===== src/rtl/mem_req_ctrl_if.sv =====
// Handshake bundle between the M-stage pipeline, mem_req_ctrl and the data memory.
// The slave modport is the controller's view; master is the surrounding environment's view.
interface mem_req_ctrl_if #(
    parameter int DATA_W = 16
);
    logic              readEnM;
    logic              memWrtM;
    logic [DATA_W-1:0] aluFinalM;
    logic [DATA_W-1:0] wrtDataM;
    logic              memStall;
    logic              memDone;
    logic [DATA_W-1:0] memDataOut;
    logic              memEn;
    logic              memWr;
    logic [DATA_W-1:0] memAddr;
    logic [DATA_W-1:0] memDataIn;
    logic              stallM;
    logic [DATA_W-1:0] readDataM;
    logic              readValidM;
    logic              errM;

    modport slave (
        input  readEnM, memWrtM, aluFinalM, wrtDataM,
        input  memStall, memDone, memDataOut,
        output memEn, memWr, memAddr, memDataIn,
        output stallM, readDataM, readValidM, errM
    );

    modport master (
        output readEnM, memWrtM, aluFinalM, wrtDataM,
        output memStall, memDone, memDataOut,
        input  memEn, memWr, memAddr, memDataIn,
        input  stallM, readDataM, readValidM, errM
    );
endinterface


===== src/rtl/mem_req_ctrl.sv =====
// M-stage memory request controller: issues one access per M instruction, stalls the
// pipeline until completion, registers load data and flags misalignment or timeout.
module mem_req_ctrl #(
    parameter int DATA_W = 16
) (
    input  logic           clk,
    input  logic           rst,
    mem_req_ctrl_if.slave  io_bus
);

    typedef enum logic [1:0] {
        S_IDLE = 2'd0,
        S_REQ  = 2'd1,
        S_WAIT = 2'd2,
        S_DONE = 2'd3
    } state_t;

    state_t            r_state;
    state_t            w_next;

    logic [DATA_W-1:0] r_addr;
    logic [DATA_W-1:0] r_wdata;
    logic              r_wr;
    logic [3:0]        r_cnt;
    logic [DATA_W-1:0] r_rdata;
    logic              r_rvalid;
    logic              r_err;

    logic              w_req;
    logic              w_aligned;
    logic              w_stall;
    logic              w_en;
    logic              w_latch;
    logic              w_capture;
    logic              w_timeout;
    logic              w_misalign;
    logic              w_cnt_clr;
    logic              w_cnt_inc;

    assign w_req     = io_bus.readEnM | io_bus.memWrtM;
    assign w_aligned = ~io_bus.aluFinalM[0];

    // memDone only counts in unstalled REQ and in WAIT; DONE ignores every input
    always_comb begin
        w_next     = r_state;
        w_stall    = 1'b0;
        w_en       = 1'b0;
        w_latch    = 1'b0;
        w_capture  = 1'b0;
        w_timeout  = 1'b0;
        w_misalign = 1'b0;
        w_cnt_clr  = 1'b0;
        w_cnt_inc  = 1'b0;
        case (r_state)
            S_IDLE: begin
                if (w_req) begin
                    if (w_aligned) begin
                        w_stall = 1'b1;
                        w_latch = 1'b1;
                        w_next  = S_REQ;
                    end else begin
                        w_misalign = 1'b1;
                    end
                end
            end
            S_REQ: begin
                w_en    = 1'b1;
                w_stall = 1'b1;
                if (!io_bus.memStall) begin
                    if (io_bus.memDone) begin
                        w_capture = ~r_wr;
                        w_next    = S_DONE;
                    end else begin
                        w_cnt_clr = 1'b1;
                        w_next    = S_WAIT;
                    end
                end
            end
            S_WAIT: begin
                w_stall   = 1'b1;
                w_cnt_inc = 1'b1;
                if (io_bus.memDone) begin
                    w_capture = ~r_wr;
                    w_next    = S_DONE;
                end else if (r_cnt == 4'hF) begin
                    w_timeout = 1'b1;
                    w_next    = S_DONE;
                end
            end
            S_DONE: begin
                w_next = S_IDLE;
            end
            default: begin
                w_next = S_IDLE;
            end
        endcase
    end

    always_ff @(posedge clk) begin
        if (rst) begin
            r_state <= S_IDLE;
        end else begin
            r_state <= w_next;
        end
    end

    always_ff @(posedge clk) begin
        if (rst) begin
            r_addr   <= '0;
            r_wdata  <= '0;
            r_wr     <= 1'b0;
            r_cnt    <= 4'd0;
            r_rdata  <= '0;
            r_rvalid <= 1'b0;
            r_err    <= 1'b0;
        end else begin
            if (w_latch) begin
                r_addr  <= io_bus.aluFinalM;
                r_wdata <= io_bus.wrtDataM;
                r_wr    <= io_bus.memWrtM;
            end
            if (w_cnt_clr) begin
                r_cnt <= 4'd0;
            end else if (w_cnt_inc) begin
                r_cnt <= r_cnt + 4'd1;
            end
            if (w_capture) begin
                r_rdata <= io_bus.memDataOut;
            end else if (w_timeout) begin
                r_rdata <= '0;
            end
            // Both flags are one-cycle pulses landing in DONE (or the IDLE cycle after a misaligned request)
            r_rvalid <= w_capture;
            r_err    <= w_misalign | w_timeout;
        end
    end

    assign io_bus.memEn      = w_en;
    assign io_bus.memWr      = r_wr;
    assign io_bus.memAddr    = r_addr;
    assign io_bus.memDataIn  = r_wdata;
    assign io_bus.stallM     = w_stall;
    assign io_bus.readDataM  = r_rdata;
    assign io_bus.readValidM = r_rvalid;
    assign io_bus.errM       = r_err;

endmodule


===== src/flat_wrapper.sv =====
// flat-port wrapper written by rule: the top's interface ports become plain ports
module mem_req_ctrl_flat 
#(
    parameter int DATA_W = 16
)
  (clk, rst, io_bus_readEnM, io_bus_memWrtM, io_bus_aluFinalM, io_bus_wrtDataM, io_bus_memStall, io_bus_memDone, io_bus_memDataOut, io_bus_memEn, io_bus_memWr, io_bus_memAddr, io_bus_memDataIn, io_bus_stallM, io_bus_readDataM, io_bus_readValidM, io_bus_errM);
  mem_req_ctrl_if #(.DATA_W(DATA_W)) io_bus_i ();
  input  logic clk;
  input  logic rst;
  input wire logic [$bits(io_bus_i.readEnM)-1:0] io_bus_readEnM;
  input wire logic [$bits(io_bus_i.memWrtM)-1:0] io_bus_memWrtM;
  input wire logic [$bits(io_bus_i.aluFinalM)-1:0] io_bus_aluFinalM;
  input wire logic [$bits(io_bus_i.wrtDataM)-1:0] io_bus_wrtDataM;
  input wire logic [$bits(io_bus_i.memStall)-1:0] io_bus_memStall;
  input wire logic [$bits(io_bus_i.memDone)-1:0] io_bus_memDone;
  input wire logic [$bits(io_bus_i.memDataOut)-1:0] io_bus_memDataOut;
  output wire logic [$bits(io_bus_i.memEn)-1:0] io_bus_memEn;
  output wire logic [$bits(io_bus_i.memWr)-1:0] io_bus_memWr;
  output wire logic [$bits(io_bus_i.memAddr)-1:0] io_bus_memAddr;
  output wire logic [$bits(io_bus_i.memDataIn)-1:0] io_bus_memDataIn;
  output wire logic [$bits(io_bus_i.stallM)-1:0] io_bus_stallM;
  output wire logic [$bits(io_bus_i.readDataM)-1:0] io_bus_readDataM;
  output wire logic [$bits(io_bus_i.readValidM)-1:0] io_bus_readValidM;
  output wire logic [$bits(io_bus_i.errM)-1:0] io_bus_errM;
  assign io_bus_i.readEnM = io_bus_readEnM;
  assign io_bus_i.memWrtM = io_bus_memWrtM;
  assign io_bus_i.aluFinalM = io_bus_aluFinalM;
  assign io_bus_i.wrtDataM = io_bus_wrtDataM;
  assign io_bus_i.memStall = io_bus_memStall;
  assign io_bus_i.memDone = io_bus_memDone;
  assign io_bus_i.memDataOut = io_bus_memDataOut;
  assign io_bus_memEn = io_bus_i.memEn;
  assign io_bus_memWr = io_bus_i.memWr;
  assign io_bus_memAddr = io_bus_i.memAddr;
  assign io_bus_memDataIn = io_bus_i.memDataIn;
  assign io_bus_stallM = io_bus_i.stallM;
  assign io_bus_readDataM = io_bus_i.readDataM;
  assign io_bus_readValidM = io_bus_i.readValidM;
  assign io_bus_errM = io_bus_i.errM;
  mem_req_ctrl #(.DATA_W(DATA_W)) u_core (.clk(clk), .rst(rst), .io_bus(io_bus_i));
endmodule

===== config.mk =====
export PLATFORM = sky130hd
export DESIGN_NAME = mem_req_ctrl_flat
export DESIGN_NICKNAME = d
export VERILOG_FILES = /design/src/rtl/mem_req_ctrl_if.sv /design/src/rtl/mem_req_ctrl.sv /design/src/flat_wrapper.sv
export SDC_FILE = /design/constraint.sdc
export NUM_CORES = 1
export LEC_CHECK = 0
export BUFFER_PORTS_ARGS = -buffer_cell sky130_fd_sc_hd__buf_2
export CORE_MARGIN = 3
export CORE_UTILIZATION = 47
export CTS_CLUSTER_DIAMETER = 150
export DETAILED_ROUTE_END_ITERATION = 12
export PLACE_DENSITY = 0.79
export SETUP_SLACK_MARGIN = 0.15
export SYNTH_ARGS = -nofsm -noshare
export SYNTH_HDL_FRONTEND = slang
export SYNTH_SLANG_ARGS = --single-unit

===== constraint.sdc =====
create_clock -name clk -period 2.2 [get_ports clk]
set_clock_uncertainty 0.1 [all_clocks]
set_input_delay 0.11 -clock clk [delete_from_list [all_inputs] [get_ports clk]]
set_output_delay 0.11 -clock clk [all_outputs]
set_load 0.02 [all_outputs]

Word-level counts from Yosys, hierarchy flattened
Cells that the tools add are included.
{ "word_totals": {"regBits": 57, "in_bits": 54, "out_inout_bits": 53, "elab_cells": 52} }
{ "op_classes": {"n_addsub": 1, "eq_ne": 8, "mux": 27, "n_bitwise": 3, "n_reduce_logical": 5} }
{ "op_table": {"columns": ["operator", "count"], "rows": [
  ["$mux W16", 2],
  ["$mux W1", 17],
  ["$mux W2", 5],
  ["$pmux W2 S4", 1],
  ["$add A4 B1 Y4 const B", 1],
  ["$eq A2 B2 Y1 const B", 2],
  ["$eq A4 B4 Y1 const B", 1],
  ["$ne A2 B2 Y1 const B", 2],
  ["$pmux W1 S2", 2],
  ["$reduce_and A4 Y1", 1],
  ["$reduce_or A2 Y1", 2],
  ["$ne A3 B2 Y1 const B", 1],
  ["$eq A2 B1 Y1 const B", 1],
  ["$logic_not A2 Y1", 1],
  ["$ne A2 B1 Y1 const B", 1],
  ["$or A1 B1 Y1", 2],
  ["$reduce_bool A2 Y1", 1],
  ["$not A1 Y1", 1]
]} }

Depth between registers and ports, before layout
Gate-level depths: netlist (run 1).
{ "logic_depth": {"word_depth": 6, "ltp_mapped": 8, "mapped_depth_nobuf": 5} }

Least setup slack after synthesis (run 1)
No wires, ideal clock.
{ "synth_path": {"path_kind": "reg-to-reg", "start": "register u_core.r_state[0]", "end": "register u_core.r_rdata[7] (netlist: u_core.io_bus.readDataM[7])", "setup_ps": 97, "arrival_ps": 1674, "t_required_ps": 2003, "slack_ps": 330, "path_stages_with_launch": 9, "synth_period_minus_slack_ps": 1870, "cell_sequence": "dfxtp_1 inv_1 ha_1 and3b_1 buf_6 o21a_1 buf_6 buf_8 o41ai_4"} }
{ "synth_between": {"elab_chain_len": 3, "word_cells_on_any_way": 6} }
{ "synth_rtl": {"columns": ["item", "line", "source"], "rows": [
  ["start: declaration", "mem_req_ctrl.sv:18", "state_t r_state;"],
  ["start signal: assignment", "mem_req_ctrl.sv:103", "r_state <= w_next;"],
  ["$eq A2 B2 Y1 / $eq A2 B1 Y1 (equally long branches)", "mem_req_ctrl.sv:54", "case (r_state)"],
  ["$pmux W1 S2 / $mux W1 (equally long branches)", "mem_req_ctrl.sv:54", null],
  ["$mux W16 / $reduce_bool A2 Y1 (equally long branches)", null, null],
  ["end signal: assignment", "mem_req_ctrl.sv:128", "r_rdata <= io_bus.memDataOut;"],
  ["end: declaration", "mem_req_ctrl.sv:25", "logic [DATA_W-1:0] r_rdata;"]
]} }
Several ways; a longest one is shown, not always the timed one.
A chain may end at the register's enable or synchronous reset.

Worst setup path in the final report (run 1)
{ "layout_path": {"start": "register u_core.r_state[0]", "end": "register u_core.r_rdata[3] (netlist: u_core.io_bus.readDataM[3])"} }
The elaborated chain is that of the path after synthesis.

==> results.cfg, run 1 <==
[clock_network]
cts_setup_buffers = 0
cts_tree = built
cts.path.max_buffers = 2
path_clk_slew_ns = 0.06
clock-root-buffer = clkbuf_8
numCtsBuffers = 9
cts.sinks = 57
cts-htree-levels = 3
insertion_delay_ns = 0.33

[run]
max_cap_violations = 0

[detailed_routing]
first_iter_violations = 114
dr.pass1.iters = 4
num_vias = 2727
wl_um = 7860
wl_per_cell_um = 15.9
drc = 0
antenna_left = 0
avgViaCountPerCell = 5.53

[yosys]
seq_area_frac_synth_pct = 45.5
synth_top_area_share_pct = 45.5
netlist_instances = 276
syn_area_per_cell_um2 = 9.09
synth_seq_cells = 57
ys_types = 36
synthesis.nets = 335
syn_area_um2 = 2510
ys_top_cells_by_area = dfxtp_1 (45%), a21oi_1 (6.6%), nand3_1 (6.6%)
synth_top_cell_by_area = dfxtp_1
ys.warnings.count = 0

[critical_path]
required_ns = 2.32
end_kind = register
critical_path.cell_chain = inv_1 > ha_1 > and3b_1 > o21a_2 > o41ai_1
crit_type = reg2reg
cp_max_fo = 17
reg2reg_slack_ns = 0.26
critical_path.endpoint = u_core.io_bus.readDataM[3]$_SDFFE_PP0P_
worstRegToRegCells = 5
r2r_end = u_core.io_bus.readDataM[3]$_SDFFE_PP0P_
arrival_ns = 2.05
rr_startpoint = u_core.r_state[0]$_SDFFE_PP0P_
start_kind = register
critical_path.max_stage_delay_ns = 0.41
crit_path_top_delay_cell = o41ai_1
crit_start = u_core.r_state[0]$_SDFFE_PP0P_

[floorplan]
pin_count = 107
start_util_pct = 50.8
core_um2 = 4940
die-height_um = 79.1
fp.dieW_um = 79.1
num_rows = 25
dieArea_um2 = 6250

[timing]
tightestPinTransition_ns = 0.737
slew_headroom_pct = 50.7
report.final.hold_viol_count = 0
max_freq_mhz = 516
setup_viol = 0
post-route-period-util_pct = 88.1
fin_setup_tns_ns = 0
rsz0062_at_grt = false
fin_crit_ns = 1.94
maxSlewViolCount = 0

[layout]
multi_input_area_um2 = 1170
area_growth_pct = 50.3
n_fill_cell = 351
fin_nets = 479
final_util_pct = 76.3
drive_gt1_share_pct = 33.6
regArea_um2 = 1140

[grt]
grt_util_all_layers_pct = 25.0
grt_start_max_net_pins = 49
grt_pass1_vias = 2585
grt_pass1_wl_um = 12200
antenna_found_initial = 1
overflow = 0

[power_and_ir_drop]
seqPwrFrac_pct = 35.0
p_clk_share_pct = 30.7
switching_share_pct = 35.4
p_comb_share_pct = 34.4
p_leak_uw = 0.00168
peakVddDrop_v = 0.000556
p_switching_uw = 1250
intPower_uw = 2290
p_per_area_nw_per_um2 = 939

[place]
dpl.hpwl_um = 4360
port_buffers = 106
gp_congestion = 0.736

[run_status]
status = finished, final reports clean

[hold_path]
hp-class = in2reg
min_path_cells = 3
worst min path at each step:
stage | from | to | slack [ns]
floorplan | io_bus_aluFinalM[10] | u_core.io_bus.memAddr[10]$_SDFFE_PP0P_ | 0.16
global placement | io_bus_wrtDataM[5] | u_core.io_bus.memDataIn[5]$_SDFFE_PP0P_ | 0.26
detailed placement | io_bus_aluFinalM[10] | u_core.io_bus.memAddr[10]$_SDFFE_PP0P_ | 0.27
CTS | io_bus_memDataOut[7] | u_core.io_bus.readDataM[7]$_SDFFE_PP0P_ | 0.01
global route | io_bus_memDataOut[7] | u_core.io_bus.readDataM[7]$_SDFFE_PP0P_ | 0.04
finish | io_bus_memDataOut[7] | u_core.io_bus.readDataM[7]$_SDFFE_PP0P_ | 0.02
cells in the final DEF (no fill, tap or decap), types with 2 or more instances in the layout:
master	count
a21oi_1	33
and2_1	2
buf_2	106
buf_4	7
bufinv_16	2
clkbuf_8	10
clkinv_2	2
dfxtp_1	57
dlygate4sd3_1	47
ha_1	5
inv_1	19
mux2i_1	3
nand2_1	5
nand3_1	33
nor2_1	6
nor2b_1	2
o2111ai_1	16
o21ai_0	33
o41ai_1	6
o41ai_2	9
xor2_1	2
cell usage after synthesis:
cell type   n
xnor2_1     1
and2_1      2
o31ai_1     1
o2111ai_1  16
buf_1       3
o211a_1     1
nand4_1     1
o41ai_1     7
dfxtp_1    57
clkinv_1    1
clkbuf_1   18
o21a_1      3
and3_1      1
buf_8       1
a221oi_1    1
mux2i_1     3
buf_4       1
o21ai_0    33
nand2_1     5
or2b_1      1
inv_1      19
o21bai_1    1
ha_1        5
o41ai_4     1
and3b_1     1
nor3_2      1
nor2b_1     2
a21oi_1    33
o41ai_2     8
nor2_1      6
buf_6       3
xor2_1      2
buf_2       2
nand3_1    33
o21ai_1     1
and2b_1     1
kinds of logic (layout without fill, tap and decap cells):
| family | count (synthesis) | count (layout) | synth area share [%] |
|---|---|---|---|
| buf+inv | 48 | 197 | 8.78 |
| compound gates | 106 | 106 | 29.9 |
| flops | 57 | 57 | 45.5 |
| mux | 3 | 3 | 1.20 |
| fa+ha+maj | 5 | 5 | 2.49 |
| xor+xnor | 3 | 3 | 1.05 |
| simple gates | 54 | 54 | 11.1 |
| other cells | 0 | 1 | 0 |
flip-flops by register name, indices dropped and copies added, names as in the netlist:
name and count:
u_core.io_bus.readDataM 16, u_core.io_bus.memAddr 16, u_core.r_state 2, u_core.io_bus.readValidM 1, u_core.r_cnt 4, u_core.io_bus.memWr 1
u_core.io_bus.memDataIn 16, u_core.io_bus.errM 1
routing by layer:
| metal | track usage (%) | share of wire (%) | up-vias |
|---|---|---|---|
| li1 | - | - | 1302 |
| met1 | 28.6 | 38 | 1272 |
| met2 | 43.4 | 52 | 126 |
| met3 | 5.33 | 6.3 | 27 |
| met4 | 13.6 | 3.6 | 0 |
| met5 | 0 | 0 | - |
per-stage QoR:
step / setup slack, ns / area [um^2] / power, uW / hold slack, ns / std cells
floorplan: 0.330 / 2510 / 2030 / 0.158 / 276
global placement: 0.184 / 3050 / 2340 / 0.265 / 429
detailed placement: 0.117 / 3050 / 2370 / 0.271 / 429
CTS: 0.216 / 3750 / 3530 / 0.0136 / 492
global route: 0.149 / 3770 / 3720 / 0.0392 / 493
finish: 0.262 / 3770 / 3540 / 0.0225 / 493
worst max-delay path, delay by kind of cell, from the launching register on:
kind                     cells  cell delay (ns)
flip-flops                   1             0.40
AO/OA/AOI/OAI                2             0.68
adder cells (fa/ha/maj)      1             0.33
AND/OR/NAND/NOR              1             0.21
buffers and inverters        1             0.09
power groups by stage:
stage | sequential [uW] | combinational [uW] | clock (uW)
floorplan | 1390 | 641 | 0
global placement | 1260 | 1090 | 0
detailed placement | 1260 | 1110 | 0
CTS | 1240 | 1180 | 1110
global route | 1250 | 1320 | 1150
finish | 1240 | 1220 | 1090
final cells by class:
type,instances,share of cell area (%)
Timing Repair Buffer,161,28.5
Multi-Input combinational cell,171,31.2
Clock inverter,5,2.09
Antenna cell,1,0.0664
Tap cell,67,2.22
Sequential cell,57,30.3
Inverter,20,1.99
Clock buffer,11,3.75
what timing repair did:
action,4_1_cts,5_1_grt
setup endpoints to repair,18,25
hold buffers,47,0
hold endpoints to repair,47,0
pin swaps,0,0
resized for setup,2,3
(Power assumes the default switching activity.)
==> run 2, diff against run 1 <==
clock period = 1.9 ns   (was 2.2 ns; I/O delays follow)
==> run 2 against run 1 <==
  * Clock-buffer cell count increased by 2
  * Hold slack improved by 0.011 ns
  * Cell count increased by 0.41%
  * Wire length decreased by 0.62%
  * Flip-flop and latch count unchanged
  * Via count decreased by 1.1%
  * Register-to-register slack got worse by 0.04 ns
  * Highest routed layer unchanged
  * Core utilization increased by 1.5 points
  * Non-clock buffer count increased by 4
  * Power increased by 14%
==> results.cfg, run 2 (synthesized netlist as in run 1, its figures left out) <==
[run_status]
status = finished, final reports clean

[clock_network]
cts.sinks = 57
path_clk_slew_ns = 0.06
cts-htree-levels = 3
numCtsBuffers = 9
cts.path.max_buffers = 2
clock-root-buffer = clkbuf_8
cts_tree = built
insertion_delay_ns = 0.32

[critical_path]
arrival_ns = 1.51
crit_type = reg2out
cp_max_fo = 6
rr_startpoint = u_core.r_state[0]$_SDFFE_PP0P_
start_kind = register
end_kind = output port
worstRegToRegCells = 6
reg2reg_slack_ns = 0.22
r2r_end = u_core.io_bus.readDataM[2]$_SDFFE_PP0P_
required_ns = 1.70

[detailed_routing]
wl_um = 7810
first_iter_violations = 142
dr.pass1.iters = 5
wl_per_cell_um = 15.8
avgViaCountPerCell = 5.45
num_vias = 2696
antenna_left = 0
drc = 0

[layout]
area_growth_pct = 53.3
multi_input_area_um2 = 1230
drive_gt1_share_pct = 36.7
antenna_cells = 0
n_fill_cell = 337
layout_common_cells = buf_2 (105), dfxtp_1 (55), dlygate4sd3_1 (46), nand3_1 (33), o21ai_0 (33)
final_common_cell = buf_2
fin_nets = 483
regArea_um2 = 1150

[power_and_ir_drop]
switching_share_pct = 36.3
peakVddDrop_v = 0.000801
p_comb_share_pct = 38.8
intPower_uw = 2570
p_switching_uw = 1470
design_power_total_uw = 4040
seqPwrFrac_pct = 36.1
p_leak_uw = 0.00171
p_per_area_nw_per_um2 = 1050
p_clk_share_pct = 25.0

[place]
dpl.hpwl_um = 4380
gp_congestion = 0.789
port_buffers = 106

[timing]
tightestPinTransition_ns = 0.698
post-route-period-util_pct = 89.5
hold_slack_ns = 0.0339
rsz0062_at_grt = true
max_freq_mhz = 588
report.final.hold_viol_count = 0
fin_crit_ns = 1.70
slew_headroom_pct = 53.4
fin_setup_tns_ns = 0
maxSlewViolCount = 0
setup_viol = 0

[floorplan]
core_um2 = 4940
die-height_um = 79.1
num_rows = 25
dieArea_um2 = 6250
pin_count = 107
start_util_pct = 50.8
fp.dieW_um = 79.1

[grt]
grt_util_all_layers_pct = 24.6
grt_start_max_net_pins = 49
grt_pass1_wl_um = 12100
overflow = 0
antenna_found_initial = 0
grt_pass1_vias = 2650

[run]
max_cap_violations = 0

[hold_path]
min_to = u_core.io_bus.readDataM[7]$_SDFFE_PP0P_
hold_start = io_bus_memDataOut[7]
hp-class = in2reg
min_path_cells = 3
-- run 2: worst max path at each step --
stage                                   start                                       to  slack (ns)  depth (start not counted)
6_report       u_core.r_state[0]$_SDFFE_PP0P_                            io_bus_stallM        0.20                          7
5_1_grt        u_core.r_state[1]$_SDFFE_PP0P_                            io_bus_stallM        0.13                          7
4_1_cts        u_core.r_state[0]$_SDFFE_PP0P_                            io_bus_stallM        0.16                          7
3_5_place_dp   u_core.r_state[0]$_SDFFE_PP0P_           u_core.r_state[1]$_SDFFE_PP0P_        0.07                          5
3_3_place_gp   u_core.r_state[0]$_SDFFE_PP0P_           u_core.r_state[0]$_SDFFE_PP0P_        0.18                          5
2_1_floorplan  u_core.r_state[0]$_SDFFE_PP0P_  u_core.io_bus.readDataM[7]$_SDFFE_PP0P_        0.16                          8
-- run 2: timing repair --
| action | CTS | global route |
|---|---|---|
| pin swaps | 0 | 2 |
| resized for setup | 5 | 9 |
| hold endpoints to repair | 46 | 0 |
| setup endpoints to repair | 5 | 20 |
| setup buffers | 1 | 1 |
| hold buffers | 46 | 0 |
-- run 2: power groups by stage --
stage / sequential, uW / combinational [uW] / clock, uW
2_1_floorplan: 1620 / 783 / 0
3_3_place_gp: 1460 / 1340 / 0
3_5_place_dp: 1470 / 1370 / 0
4_1_cts: 1440 / 1500 / 1040
5_1_grt: 1480 / 1700 / 1090
6_report: 1460 / 1570 / 1010
-- run 2: routing by layer --
metal  GRT usage (%)  wire (um)  part of all wire (%)
met5               0          0                     0
met4            14.3        184                   2.4
met3            5.78        490                   6.3
met2            41.5       4040                    52
met1            28.2       3100                    40
-- run 2: worst max-delay path: stages, from the launching register on --
cell	delay [ns]
dfxtp_4	0.39
inv_4	0.05
ha_4	0.16
o21a_1	0.13
buf_6	0.12
a21oi_2	0.11
nor2_1	0.06
buf_4	0.15
-- run 2: stage by stage --
stage	worst slack, ns	utilization (%)	instances	instance area, um^2
finish	0.199	77.8	495	3840
detailed placement	0.0695	63.1	432	3120
CTS	0.161	76.7	494	3790
global route	0.130	77.8	495	3840
global placement	0.175	63.1	432	3120
floorplan	0.158	-	276	2540
-- run 2: area by class of cell --
class,count,area share [%]
clock buffers,13,4.39
repair buffers,165,29.2
clock inverters,2,0.325
inverters,20,2.02
flip-flops and latches,57,29.9
well taps,67,2.18
multi-input cells,171,32.0
==> run 3, diff against run 2 <==
HOLD_SLACK_MARGIN = 0.1   (was not set)
SLEW_MARGIN = 20   (was not set)
==> run 3 against run 2 <==
  * Global-route usage shrank 0.096 points
  * Fmax shrank 0.59%
  * Sequential share of layout area shrank 0.15 points
  * Design area grew 0.52%
  * Critical path depth is the same
  * Critical endpoint unchanged
  * Largest cell class unchanged
==> results.cfg, run 3 (synthesized netlist as in run 1, its figures left out) <==
[critical_path]
start_kind = register
crit_type = reg2out
required_ns = 1.70
end_kind = output port
worstRegToRegCells = 6
cp_max_fo = 6
arrival_ns = 1.52

[grt]
grt_pass1_vias = 2688
use_met2_pct = 41.2
antenna_found_initial = 0
grt_util_all_layers_pct = 24.5
grt_util_met1_pct = 28.2
grt_pass1_wl_um = 12100
overflow = 0
grtUsageMet3_pct = 5.44
busiest_layer = met2
grt_start_max_net_pins = 49

[clock_network]
clock-root-buffer = clkbuf_8
insertion_delay_ns = 0.33
path_clk_slew_ns = 0.06
cts.sinks = 57
cts.path.max_buffers = 2
cts_tree = built
cts-htree-levels = 3
numCtsBuffers = 9

[layout]
fin_nets = 485
area_growth_pct = 54.1
antenna_cells = 0
layout_common_cells = buf_2 (105), dfxtp_1 (55), dlygate4sd3_1 (48), nand3_1 (33), o21ai_0 (33)
final_util_pct = 78.2
drive_gt1_share_pct = 36.5
final_common_cell = buf_2

[floorplan]
core_um2 = 4940
start_util_pct = 50.8
pin_count = 107
num_rows = 25
die-height_um = 79.1
dieArea_um2 = 6250
fp.dieW_um = 79.1

[run_status]
status = finished, final reports clean

[run]
max_cap_violations = 0

[detailed_routing]
avgViaCountPerCell = 5.48
first_iter_violations = 188
wl_per_cell_um = 15.8
wl_um = 7860
dr.pass1.iters = 6
num_vias = 2726
antenna_left = 0
drc = 0

[hold_path]
min_path_cells = 4
hp-class = in2reg

[power_and_ir_drop]
peakVddDrop_v = 0.000813
p_per_area_nw_per_um2 = 1050
p_leak_uw = 0.00171
design_power_total_uw = 4050

[timing]
fin_crit_ns = 1.71
fin_ws_ns = 0.189
slew_headroom_pct = 52.7
rsz0062_at_grt = true
hold_slack_ns = 0.121
fin_setup_tns_ns = 0
report.final.hold_viol_count = 0
tightestPinTransition_ns = 0.709
post-route-period-util_pct = 90.1
maxSlewViolCount = 0
max_freq_mhz = 584
setup_viol = 0

[place]
pre_cts_ws_ns = 0.0695
dpl.hpwl_um = 4380
gp_congestion = 0.789
port_buffers = 106
run 3: cell count changes in the layout (fill, tap and decap cells not counted):
| cell | before | now |
|---|---|---|
| dlygate4sd3_1 | 46 | 48 |
run 3: repair_timing:
| item | CTS | global route |
|---|---|---|
| gates resized for setup | 5 | 9 |
| pin swaps | 0 | 2 |
| hold buffers | 48 | 0 |
| endpoints found under the hold margin | 48 | 0 |
| buffers inserted | 1 | 1 |
| endpoints found under the setup margin | 5 | 20 |
run 3: worst max-delay path, stage by stage (launching register included):
cell and delay (ns):
dfxtp_4 0.39, inv_4 0.05, ha_4 0.16, o21a_1 0.13, buf_6 0.12, a21oi_2 0.11, nor2_1 0.06, buf_4 0.15
run 3: power breakdown:
part / internal [uW] / switching [uW] / leakage (uW)
sequential: 1360 / 99.2 / 0.000465
clock: 571 / 448 / 0.0000915
combinational: 641 / 932 / 0.00116
total: 2570 / 1480 / 0.00171
run 3: path summary, 6_finish.rpt:
kind | from | to | slack (ns)
min reg2reg | u_core.io_bus.memAddr[0]$_SDFFE_PP0P_ | u_core.io_bus.memAddr[0]$_SDFFE_PP0P_ | 0.35
max | u_core.r_state[0]$_SDFFE_PP0P_ | io_bus_stallM | 0.19
min | io_bus_memStall | u_core.r_state[0]$_SDFFE_PP0P_ | 0.12
max reg2reg | u_core.r_state[0]$_SDFFE_PP0P_ | u_core.io_bus.readDataM[3]$_SDFFE_PP0P_ | 0.21
run 3: cell type report:
cell class              instances  area (um^2)
clock inverters                 2         12.5
clock buffers                  13          169
fillers                       334         1080
inverters                      20         77.6
multi-input cells             171         1230
well taps                      67         83.8
flip-flops and latches         57         1150
repair buffers                167         1140
run 3: routing by layer:
metal	share of wire [%]	vias up
li1	-	1311
met1	40	1258
met2	50	129
met3	6.7	28
met4	3.1	0
met5	0	-
run 3: through the flow:
stage	area (um^2)	cells
3_5_place_dp	3120	432
5_1_grt	3860	497
2_1_floorplan	2540	276
3_3_place_gp	3120	432
6_report	3860	497
4_1_cts	3810	496
